[config.mk]
export PLATFORM = sky130hd
export DESIGN_NAME = vga_text_render_flat
export DESIGN_NICKNAME = d
export VERILOG_FILES = /design/src/rtl/vga_text_pkg.sv /design/src/rtl/vga_text_render_if.sv /design/src/rtl/vga_blink_timer.sv /design/src/rtl/vga_text_render.sv /design/src/flat_wrapper.sv
export SDC_FILE = /design/constraint.sdc
export NUM_CORES = 1
export LEC_CHECK = 0
export ABC_CLOCK_PERIOD_IN_PS = 2050
export BUFFER_PORTS_ARGS = -buffer_cell sky130_fd_sc_hd__clkbuf_2
export CAP_MARGIN = 20
export CORE_MARGIN = 2
export CORE_UTILIZATION = 50
export CTS_BUF_LIST = sky130_fd_sc_hd__clkbuf_16
export DETAILED_ROUTE_END_ITERATION = 10
export GPL_TIMING_DRIVEN = 1
export PLACE_DENSITY = 0.76
export SLEW_MARGIN = 20
export SYNTH_ARGS = -nofsm -noshare
export SYNTH_HDL_FRONTEND = slang
export SYNTH_SLANG_ARGS = --single-unit
export TNS_END_PERCENT = 20
[constraint.sdc]
create_clock -name clk -period 2.05 [get_ports clk]
set_clock_uncertainty 0.05 [all_clocks]
set_input_delay 0 -clock clk [delete_from_list [all_inputs] [get_ports clk]]
set_output_delay 0 -clock clk [all_outputs]
set_load 0.005 [all_outputs]
[src/rtl/vga_text_pkg.sv]
// Shared types and constants for the text-mode renderer: state encoding,
// cell attribute field positions and the 16-entry CGA palette.
package vga_text_pkg;

  typedef enum logic [1:0] {
    BLANK      = 2'd0,
    PRIME_CELL = 2'd1,
    PRIME_FONT = 2'd2,
    ACTIVE     = 2'd3
  } render_state_t;

  localparam int CHAR_W    = 8;
  localparam int FG_LSB    = 8;
  localparam int BG_LSB    = 12;
  localparam int BLINK_BIT = 15;

  // Entry i sits at PALETTE[i]; listed from index 15 down to 0.
  localparam logic [15:0][11:0] PALETTE = {
    12'hFFF, 12'hFF5, 12'hF5F, 12'hF55, 12'h5FF, 12'h5F5, 12'h55F, 12'h555,
    12'hAAA, 12'hA50, 12'hA0A, 12'hA00, 12'h0AA, 12'h0A0, 12'h00A, 12'h000
  };

endpackage

[src/rtl/vga_text_render_if.sv]
// Text buffer / font ROM read port. The renderer is the master (drives the
// addresses); the memories are the slave (return data one cycle later).
interface vga_text_render_if #(
  parameter int AW = 14,
  parameter int FW = 12,
  parameter int LW = 8
);
  logic [AW-1:0] cell_addr;
  logic [15:0]   cell_data;
  logic [FW-1:0] font_addr;
  logic [LW-1:0] font_line;

  modport master (output cell_addr, output font_addr, input cell_data, input font_line);
  modport slave  (input cell_addr, input font_addr, output cell_data, output font_line);
endinterface

[src/rtl/vga_blink_timer.sv]
// Counts frame ticks and toggles blink_phase every BLINK_FRAMES ticks.
module vga_blink_timer #(
  parameter int BLINK_FRAMES = 32
) (
  input  logic clk,
  input  logic reset,
  input  logic frame_tick,
  output logic blink_phase
);
  localparam int CNT_W = (BLINK_FRAMES > 1) ? $clog2(BLINK_FRAMES) : 1;

  logic [CNT_W-1:0] frame_cnt;

  always_ff @(posedge clk) begin
    if (reset) begin
      frame_cnt   <= '0;
      blink_phase <= 1'b0;
    end else if (frame_tick) begin
      if (frame_cnt == CNT_W'(BLINK_FRAMES - 1)) begin
        frame_cnt   <= '0;
        blink_phase <= ~blink_phase;
      end else begin
        frame_cnt <= frame_cnt + CNT_W'(1);
      end
    end
  end
endmodule

[src/rtl/vga_text_render.sv]
// Text-mode pixel renderer: prefetches cell + glyph line one cell ahead of the
// beam and emits registered 4:4:4 colour one cycle after the beam position.
//
// state      | meaning
// BLANK      | beam outside active area; row base address issued
// PRIME_CELL | first cell of the coming line captured, glyph line requested
// PRIME_FONT | glyph captured into cur/next; waiting for disp
// ACTIVE     | drawing; next cell fetched during the current cell
module vga_text_render
  import vga_text_pkg::*;
#(
  parameter int  H_DISP       = 1280,
  parameter int  V_DISP       = 1024,
  parameter int  GLYPH_W      = 8,
  parameter int  GLYPH_H      = 16,
  parameter int  BLINK_FRAMES = 32,
  localparam int COLS = H_DISP / GLYPH_W,
  localparam int ROWS = V_DISP / GLYPH_H,
  localparam int XW   = $clog2(H_DISP),
  localparam int YW   = $clog2(V_DISP),
  localparam int AW   = $clog2(COLS * ROWS),
  localparam int GW   = $clog2(GLYPH_H),
  localparam int CW   = $clog2(COLS),
  localparam int RW   = $clog2(ROWS)
) (
  input  logic          clk,
  input  logic          reset,
  input  logic          disp,
  input  logic [XW-1:0] x_pos,
  input  logic [YW-1:0] y_pos,
  input  logic          frame_tick,
  input  logic          cursor_en,
  input  logic [CW-1:0] cursor_col,
  input  logic [RW-1:0] cursor_row,
  vga_text_render_if.master mem,
  output logic [3:0]    vga_r,
  output logic [3:0]    vga_g,
  output logic [3:0]    vga_b
);
  localparam int PW = $clog2(GLYPH_W);

  render_state_t state, state_nxt;
  logic blank_seen;
  logic row_ld, cell_ld, prime_ld, line_ld, cur_ld;

  logic [PW-1:0]      p;
  logic [GW-1:0]      g;
  logic [RW-1:0]      row;
  logic [CW-1:0]      fetch_col;
  logic [AW-1:0]      row_base;
  logic               cur_hit;
  logic               blink_phase;

  logic [AW-1:0]      cell_addr_q;
  logic [CHAR_W+GW-1:0] font_addr_q;
  logic [15:0]        next_cell, cur_cell;
  logic [GLYPH_W-1:0] next_line, cur_line;
  logic               next_cur, cur_cur;
  logic               pix_on;
  logic [11:0]        pix_rgb, rgb_q;

  assign p         = x_pos[PW-1:0];
  assign g         = y_pos[GW-1:0];
  assign row       = RW'(y_pos >> GW);
  assign row_base  = AW'(row) * AW'(COLS);
  assign fetch_col = (state == ACTIVE) ? CW'(x_pos >> PW) + CW'(1) : '0;
  assign cur_hit   = cursor_en && (cursor_col == fetch_col) && (cursor_row == row);

  vga_blink_timer #(.BLINK_FRAMES(BLINK_FRAMES)) u_blink (
    .clk         (clk),
    .reset       (reset),
    .frame_tick  (frame_tick),
    .blink_phase (blink_phase)
  );

  // blank_seen guarantees the row address has been on the bus a full cycle
  // before PRIME_CELL samples the synchronous text buffer.
  always_ff @(posedge clk) begin
    if (reset) begin
      state      <= BLANK;
      blank_seen <= 1'b0;
    end else begin
      state      <= state_nxt;
      blank_seen <= (state == BLANK) && !disp;
    end
  end

  always_comb begin
    state_nxt = state;
    case (state)
      BLANK:      if (!disp && blank_seen) state_nxt = PRIME_CELL;
      PRIME_CELL: state_nxt = disp ? BLANK : PRIME_FONT;
      PRIME_FONT: if (disp) state_nxt = ACTIVE;
      ACTIVE:     if (!disp) state_nxt = BLANK;
      default:    state_nxt = BLANK;
    endcase
  end

  // Glyph data is captured at p=3, the first phase where the ROM output for
  // the address issued at p=1 is valid.
  always_comb begin
    row_ld   = 1'b0;
    cell_ld  = 1'b0;
    prime_ld = 1'b0;
    line_ld  = 1'b0;
    cur_ld   = 1'b0;
    case (state)
      BLANK:      row_ld   = 1'b1;
      PRIME_CELL: cell_ld  = 1'b1;
      PRIME_FONT: prime_ld = 1'b1;
      ACTIVE: begin
        if (disp) begin
          cell_ld = (p == PW'(1));
          line_ld = (p == PW'(3));
          cur_ld  = (p == PW'(GLYPH_W - 1));
        end
      end
      default: ;
    endcase
  end

  always_ff @(posedge clk) begin
    if (reset) begin
      cell_addr_q <= '0;
      font_addr_q <= '0;
      next_cell   <= '0;
      cur_cell    <= '0;
      next_line   <= '0;
      cur_line    <= '0;
      next_cur    <= 1'b0;
      cur_cur     <= 1'b0;
    end else begin
      if (row_ld)        cell_addr_q <= row_base;
      else if (prime_ld) cell_addr_q <= row_base + AW'(1);
      else if (cur_ld)   cell_addr_q <= cell_addr_q + AW'(1);

      if (cell_ld) begin
        next_cell   <= mem.cell_data;
        next_cur    <= cur_hit;
        font_addr_q <= {mem.cell_data[CHAR_W-1:0], g};
      end

      if (line_ld || prime_ld) next_line <= mem.font_line;

      if (prime_ld) begin
        cur_line <= mem.font_line;
        cur_cell <= next_cell;
        cur_cur  <= next_cur;
      end else if (cur_ld) begin
        cur_line <= line_ld ? mem.font_line : next_line;
        cur_cell <= next_cell;
        cur_cur  <= next_cur;
      end
    end
  end

  always_comb begin
    pix_on = cur_line[p];
    if (cur_cell[BLINK_BIT] && blink_phase) pix_on = 1'b0;
    if (cur_cur && (g >= GW'(GLYPH_H - 2)) && !blink_phase) pix_on = 1'b1;
    pix_rgb = pix_on ? PALETTE[cur_cell[FG_LSB +: 4]]
                     : PALETTE[{1'b0, cur_cell[BG_LSB +: 3]}];
  end

  always_ff @(posedge clk) begin
    if (reset)     rgb_q <= '0;
    else if (disp) rgb_q <= pix_rgb;
    else           rgb_q <= '0;
  end

  assign mem.cell_addr = cell_addr_q;
  assign mem.font_addr = font_addr_q;
  assign vga_r = rgb_q[11:8];
  assign vga_g = rgb_q[7:4];
  assign vga_b = rgb_q[3:0];
endmodule

[src/flat_wrapper.sv]
// flat-port wrapper written by rule: the top's interface ports become plain ports
module vga_text_render_flat import vga_text_pkg::*;
#(
  parameter int  H_DISP       = 1280,
  parameter int  V_DISP       = 1024,
  parameter int  GLYPH_W      = 8,
  parameter int  GLYPH_H      = 16,
  parameter int  BLINK_FRAMES = 32,
  localparam int COLS = H_DISP / GLYPH_W,
  localparam int ROWS = V_DISP / GLYPH_H,
  localparam int XW   = $clog2(H_DISP),
  localparam int YW   = $clog2(V_DISP),
  localparam int AW   = $clog2(COLS * ROWS),
  localparam int GW   = $clog2(GLYPH_H),
  localparam int CW   = $clog2(COLS),
  localparam int RW   = $clog2(ROWS)
)
  (clk, reset, disp, x_pos, y_pos, frame_tick, cursor_en, cursor_col, cursor_row, vga_r, vga_g, vga_b, mem_cell_addr, mem_font_addr, mem_cell_data, mem_font_line);
  vga_text_render_if #(.AW(14), .FW(12), .LW(8)) mem_i ();
  input  logic clk;
  input  logic reset;
  input  logic disp;
  input  logic [XW-1:0] x_pos;
  input  logic [YW-1:0] y_pos;
  input  logic frame_tick;
  input  logic cursor_en;
  input  logic [CW-1:0] cursor_col;
  input  logic [RW-1:0] cursor_row;
  output logic [3:0] vga_r;
  output logic [3:0] vga_g;
  output logic [3:0] vga_b;
  output wire logic [$bits(mem_i.cell_addr)-1:0] mem_cell_addr;
  output wire logic [$bits(mem_i.font_addr)-1:0] mem_font_addr;
  input wire logic [$bits(mem_i.cell_data)-1:0] mem_cell_data;
  input wire logic [$bits(mem_i.font_line)-1:0] mem_font_line;
  assign mem_cell_addr = mem_i.cell_addr;
  assign mem_font_addr = mem_i.font_addr;
  assign mem_i.cell_data = mem_cell_data;
  assign mem_i.font_line = mem_font_line;
  vga_text_render #(.H_DISP(H_DISP), .V_DISP(V_DISP), .GLYPH_W(GLYPH_W), .GLYPH_H(GLYPH_H), .BLINK_FRAMES(BLINK_FRAMES)) u_core (.clk(clk), .reset(reset), .disp(disp), .x_pos(x_pos), .y_pos(y_pos), .frame_tick(frame_tick), .cursor_en(cursor_en), .cursor_col(cursor_col), .cursor_row(cursor_row), .mem(mem_i), .vga_r(vga_r), .vga_g(vga_g), .vga_b(vga_b));
endmodule
==> results <==
- Routability-driven placement finished with a final weighted congestion of 0.883.
- In the final design database the tool counted 644 nets.
- The total leakage power is 2.33 nW.
- Across the run, the number of max-cap violations was 0.
- The final-report hold violation count is 0.
- Yosys printed 0 warnings.
- Dividing total power by cell area gives a power density of 732 nW/um^2.
- 102 I/O pins were placed.
- The first detailed-routing pass took 4 iterations.
- TritonCTS built the clock tree.
- On the worst path, the slowest cell contributes a delay of 0.49 ns.
- The clock root buffer master is clkbuf_16.
- Wires add up to 9340 um.
- The via count of the first global-routing pass was 3432.
- The core occupancy in the finished layout is 0.666.
- The number of levels in the clock H-tree is 3.
- The repair_antennas step left the layout with diodes totalling 0.
- In this run the tightest slew margin relative to its limit is 0.555.
- The flow ran to the end, and the final reports show no timing, DRC or antenna violations.
- After layout, the minimum clock period comes to 1.94 ns.
- The slew at the pin with the worst max-slew slack is 0.667 ns.
- The count of nets left with antenna violations once routing finished came out at 0.
- The sum of buffers and inverters on the critical path is 0.
- In this run the cell area of the synthesized design comes to 3960 um^2.
- During placement, the flow inserted port buffers numbering 101.
- The vias after detailed routing is 3608.
- The required time at the worst-slack endpoint is 2.22 ns.
- For this block, the initial DRC count from the detailed router was 157.
- In this run the worst path has a maximum fanout of 7.
- The number of placement rows is 32.
- The worst setup path is launched from a flop.
- The share of the synthesized area in compound gates (AO/OA/AOI/OAI) is 0.142.
- After synthesis the netlist holds a flip-flop and latch count of 83.
- The class of the tightest hold or removal check is in -> reg.
- The starting density of the core is 0.515.
- STA puts the critical path data arrival time at 2.11 ns.
- Adding up every negative setup slack in the final design gives 0 ns.
- The endpoint type of the worst setup path is a flop.
- Total power for the finished layout comes to 3.75 mW.
- Of the total synthesized cell area, the portion taken by XOR and XNOR cells is 0.0486.
- The portion of synthesized area spent on multiplexers is 0.0982.
- The register area share after synthesis is 0.419.
- Derived from the worst setup path, the maximum achievable clock frequency is 514 MHz.
- Of the available clock period, the critical path in the final layout requires 0.948.
- The type of the worst setup path is reg -> reg.
- The total area inside the core boundary comes to 7690 um^2.
- The most instantiated flip-flop cell in the synthesis netlist is dfxtp_1.
- After synthesis, the netlist uses 53 different library cells.
- The number of setup buffers added after CTS is 0.
- The post-synthesis cell count is 448.
- The first-pass GRT wire length is 15300 um.
- The clock latency on the worst-skew pair is 0.34 ns.
- The worst-case IR drop observed on VDD is 0.577 mV.
- The average cell area after synthesis is 8.84 um^2.
- The async set or reset register ratio after synthesis is 0.
- The fraction of final layout cells with drive strength greater than 1 is 0.233.
- The number of cells in the design after placement is 624.
- The count of endpoints failing setup in the final report is 0.
- The arithmetic-cell share of the synthesized area counting full adders, half adders and majority gates is 0.0430.
- Relative to the synthesized area, the layout overhead comes to 29.3%.
- From bottom edge to top edge, the die measures 93.0 um.
- The initial antenna violation count is 0.
- The number of buffers on the longest clock path is 2.
- The dominant delay contributor by cell family on the critical path is multiplexers.
- For this run, the total global-route usage over all layers was measured as 0.219.
- Of the total synthesized cell area, the portion taken by AND, OR, NAND and NOR gates is 0.189.
- The count of final max-slew check failures is 0.
- The die extent in x is 93.0 um.
- The TritonCTS buffer count is 9.
- The clock net in this run drives a total of 83 sinks.
- Clock-pin slew was measured on the worst setup and hold paths at 0.06 ns.
- Setup repair after global routing left no endpoint under its margin.
- The residual overflow from global routing is 0.
- The number of nets in the synthesized netlist is 525.
- Traced cell by cell, the critical path runs through mux4_1 -> mux2_4 -> nor2b_4 -> o21ba_1 -> a22oi_1 -> o21ai_1.
- The post-detailed-route DRC marker count is 0.
- After detailed routing, the average wire length per cell comes to 13.9 um.
- Entering global routing, the biggest net connects 69 pins.
- For this design, the slowest cell found on the critical path is mux4_1.
- The combinational family with the most area after synthesis is simple AND/OR/NAND/NOR gates.
- The post-DP HPWL is 6490 um.
- The die covers 8650 um^2.
- The via density per instance is 5.35.
- The number of flops mapped to enable cells by yosys is 0.
- The finished layout holds 674 standard cells, fillers aside.
Yosys cell counts (4+ instances only):
| library cell | number | share of area |
|---|---|---|
| dfxtp_1 | 83 | 0.42 |
| nor2_1 | 66 | 0.063 |
| nand2_1 | 39 | 0.037 |
| mux2i_1 | 31 | 0.078 |
| a21oi_1 | 29 | 0.037 |
| buf_4 | 15 | 0.028 |
| o21ai_0 | 15 | 0.019 |
| ha_1 | 12 | 0.038 |
| xnor2_1 | 11 | 0.024 |
| xor2_1 | 11 | 0.024 |
| and3_1 | 10 | 0.016 |
| clkbuf_1 | 10 | 0.0095 |
| nand3_1 | 10 | 0.013 |
| nand4_1 | 10 | 0.016 |
| a211oi_1 | 9 | 0.017 |
| inv_1 | 9 | 0.0085 |
| a31oi_1 | 7 | 0.011 |
| buf_2 | 7 | 0.0088 |
| or3_1 | 5 | 0.0079 |
| a21o_1 | 4 | 0.0076 |
| a22oi_1 | 4 | 0.0076 |
| buf_1 | 4 | 0.0038 |
| o21ai_1 | 4 | 0.0051 |
report_power, final:
part | total [mW] | switching [mW] | internal, mW
Combinational | 0.417 | 0.203 | 0.214
Sequential | 1.69 | 0.0387 | 1.66
Clock | 1.64 | 0.672 | 0.964
Total | 3.75 | 0.914 | 2.83
cell usage in the layout (no fill, tap or decap), types with 2 or more instances in the layout:
cell and n:
clkbuf_2 101, dfxtp_1 83, nor2_1 66, nand2_1 39, dlygate4sd3_1 34, mux2i_1 31
a21oi_1 29, o21ai_0 15, ha_1 12, xnor2_1 11, xor2_1 11, nand4_1 10
and3_1 10, nand3_1 10, inv_1 9, a211oi_1 9, clkbuf_16 9, buf_4 9
a31oi_1 7, or3_1 5, a21o_1 4, a22oi_1 4, o21ai_1 4, nor3b_1 3
a221oi_1 3, nor2b_1 3, o211ai_1 2, nor4b_1 2, nor4_1 2, nor3_1 2
mux4_1 2, clkinv_4 2, inv_6 2
per-layer routing:
metal | wire, um | up-vias | track usage
met3 | 421 | 20 | 0.0379
met5 | 0 | - | 0
met2 | 4480 | 107 | 0.367
met4 | 241 | 0 | 0.102
met1 | 4190 | 1671 | 0.276
li1 | - | 1810 | -
path summary, 6_finish.rpt:
check,startpoint,endpoint,slack [ns],depth (start not counted)
max,u_core.cur_line[5]$_SDFFE_PP0N_,u_core.rgb_q[3]$_SDFF_PP0_,0.11,6
max reg2reg,u_core.cur_line[5]$_SDFFE_PP0N_,u_core.rgb_q[3]$_SDFF_PP0_,0.11,6
min,reset,u_core.mem.cell_addr[11]$_SDFFE_PP0P_,0.04,4
min reg2reg,u_core.cur_cur$_SDFFE_PP0N_,u_core.cur_cur$_SDFFE_PP0N_,0.41,2
layout make-up:
type	count	area, um^2
Clock buffer	9	225
Fill cell	633	2570
Tap cell	102	128
Inverter	10	37.5
Sequential cell	83	1660
Timing Repair Buffer	144	913
Multi-Input combinational cell	319	2070
Clock inverter	7	83.8
cells by family (layout without fill, tap and decap cells):
group                    after synthesis  after routing
AND/OR/NAND/NOR                      160            160
AO/OA/AOI/OAI                         89             89
flip-flops                            83             83
buffers and inverters                 46            170
multiplexers                          35             35
XOR/XNOR                              22             22
adder cells (fa/ha/maj)               13             13
tightest hold or removal path, cell delays in order:
cell      delay (ns)
clkbuf_2        0.09
inv_1           0.13
o21ai_0         0.12
a21oi_1         0.04
through the flow:
stage               hold slack, ns  setup slack [ns]  area, um^2
floorplan                   0.0351             0.266        3960
global placement             0.182             0.205        4470
detailed placement           0.186             0.136        4470
CTS                         0.0397             0.123        5110
global route                 0.100          0.000641        5120
finish                      0.0361             0.106        5120
what timing repair did:
action                     in CTS  in global routing
hold endpoints to repair       37                  0
hold buffers                   34                  0
gates resized for setup         0                  1
setup endpoints to repair       0                  2
No activity file was read; power rests on OpenSTA's default activity.
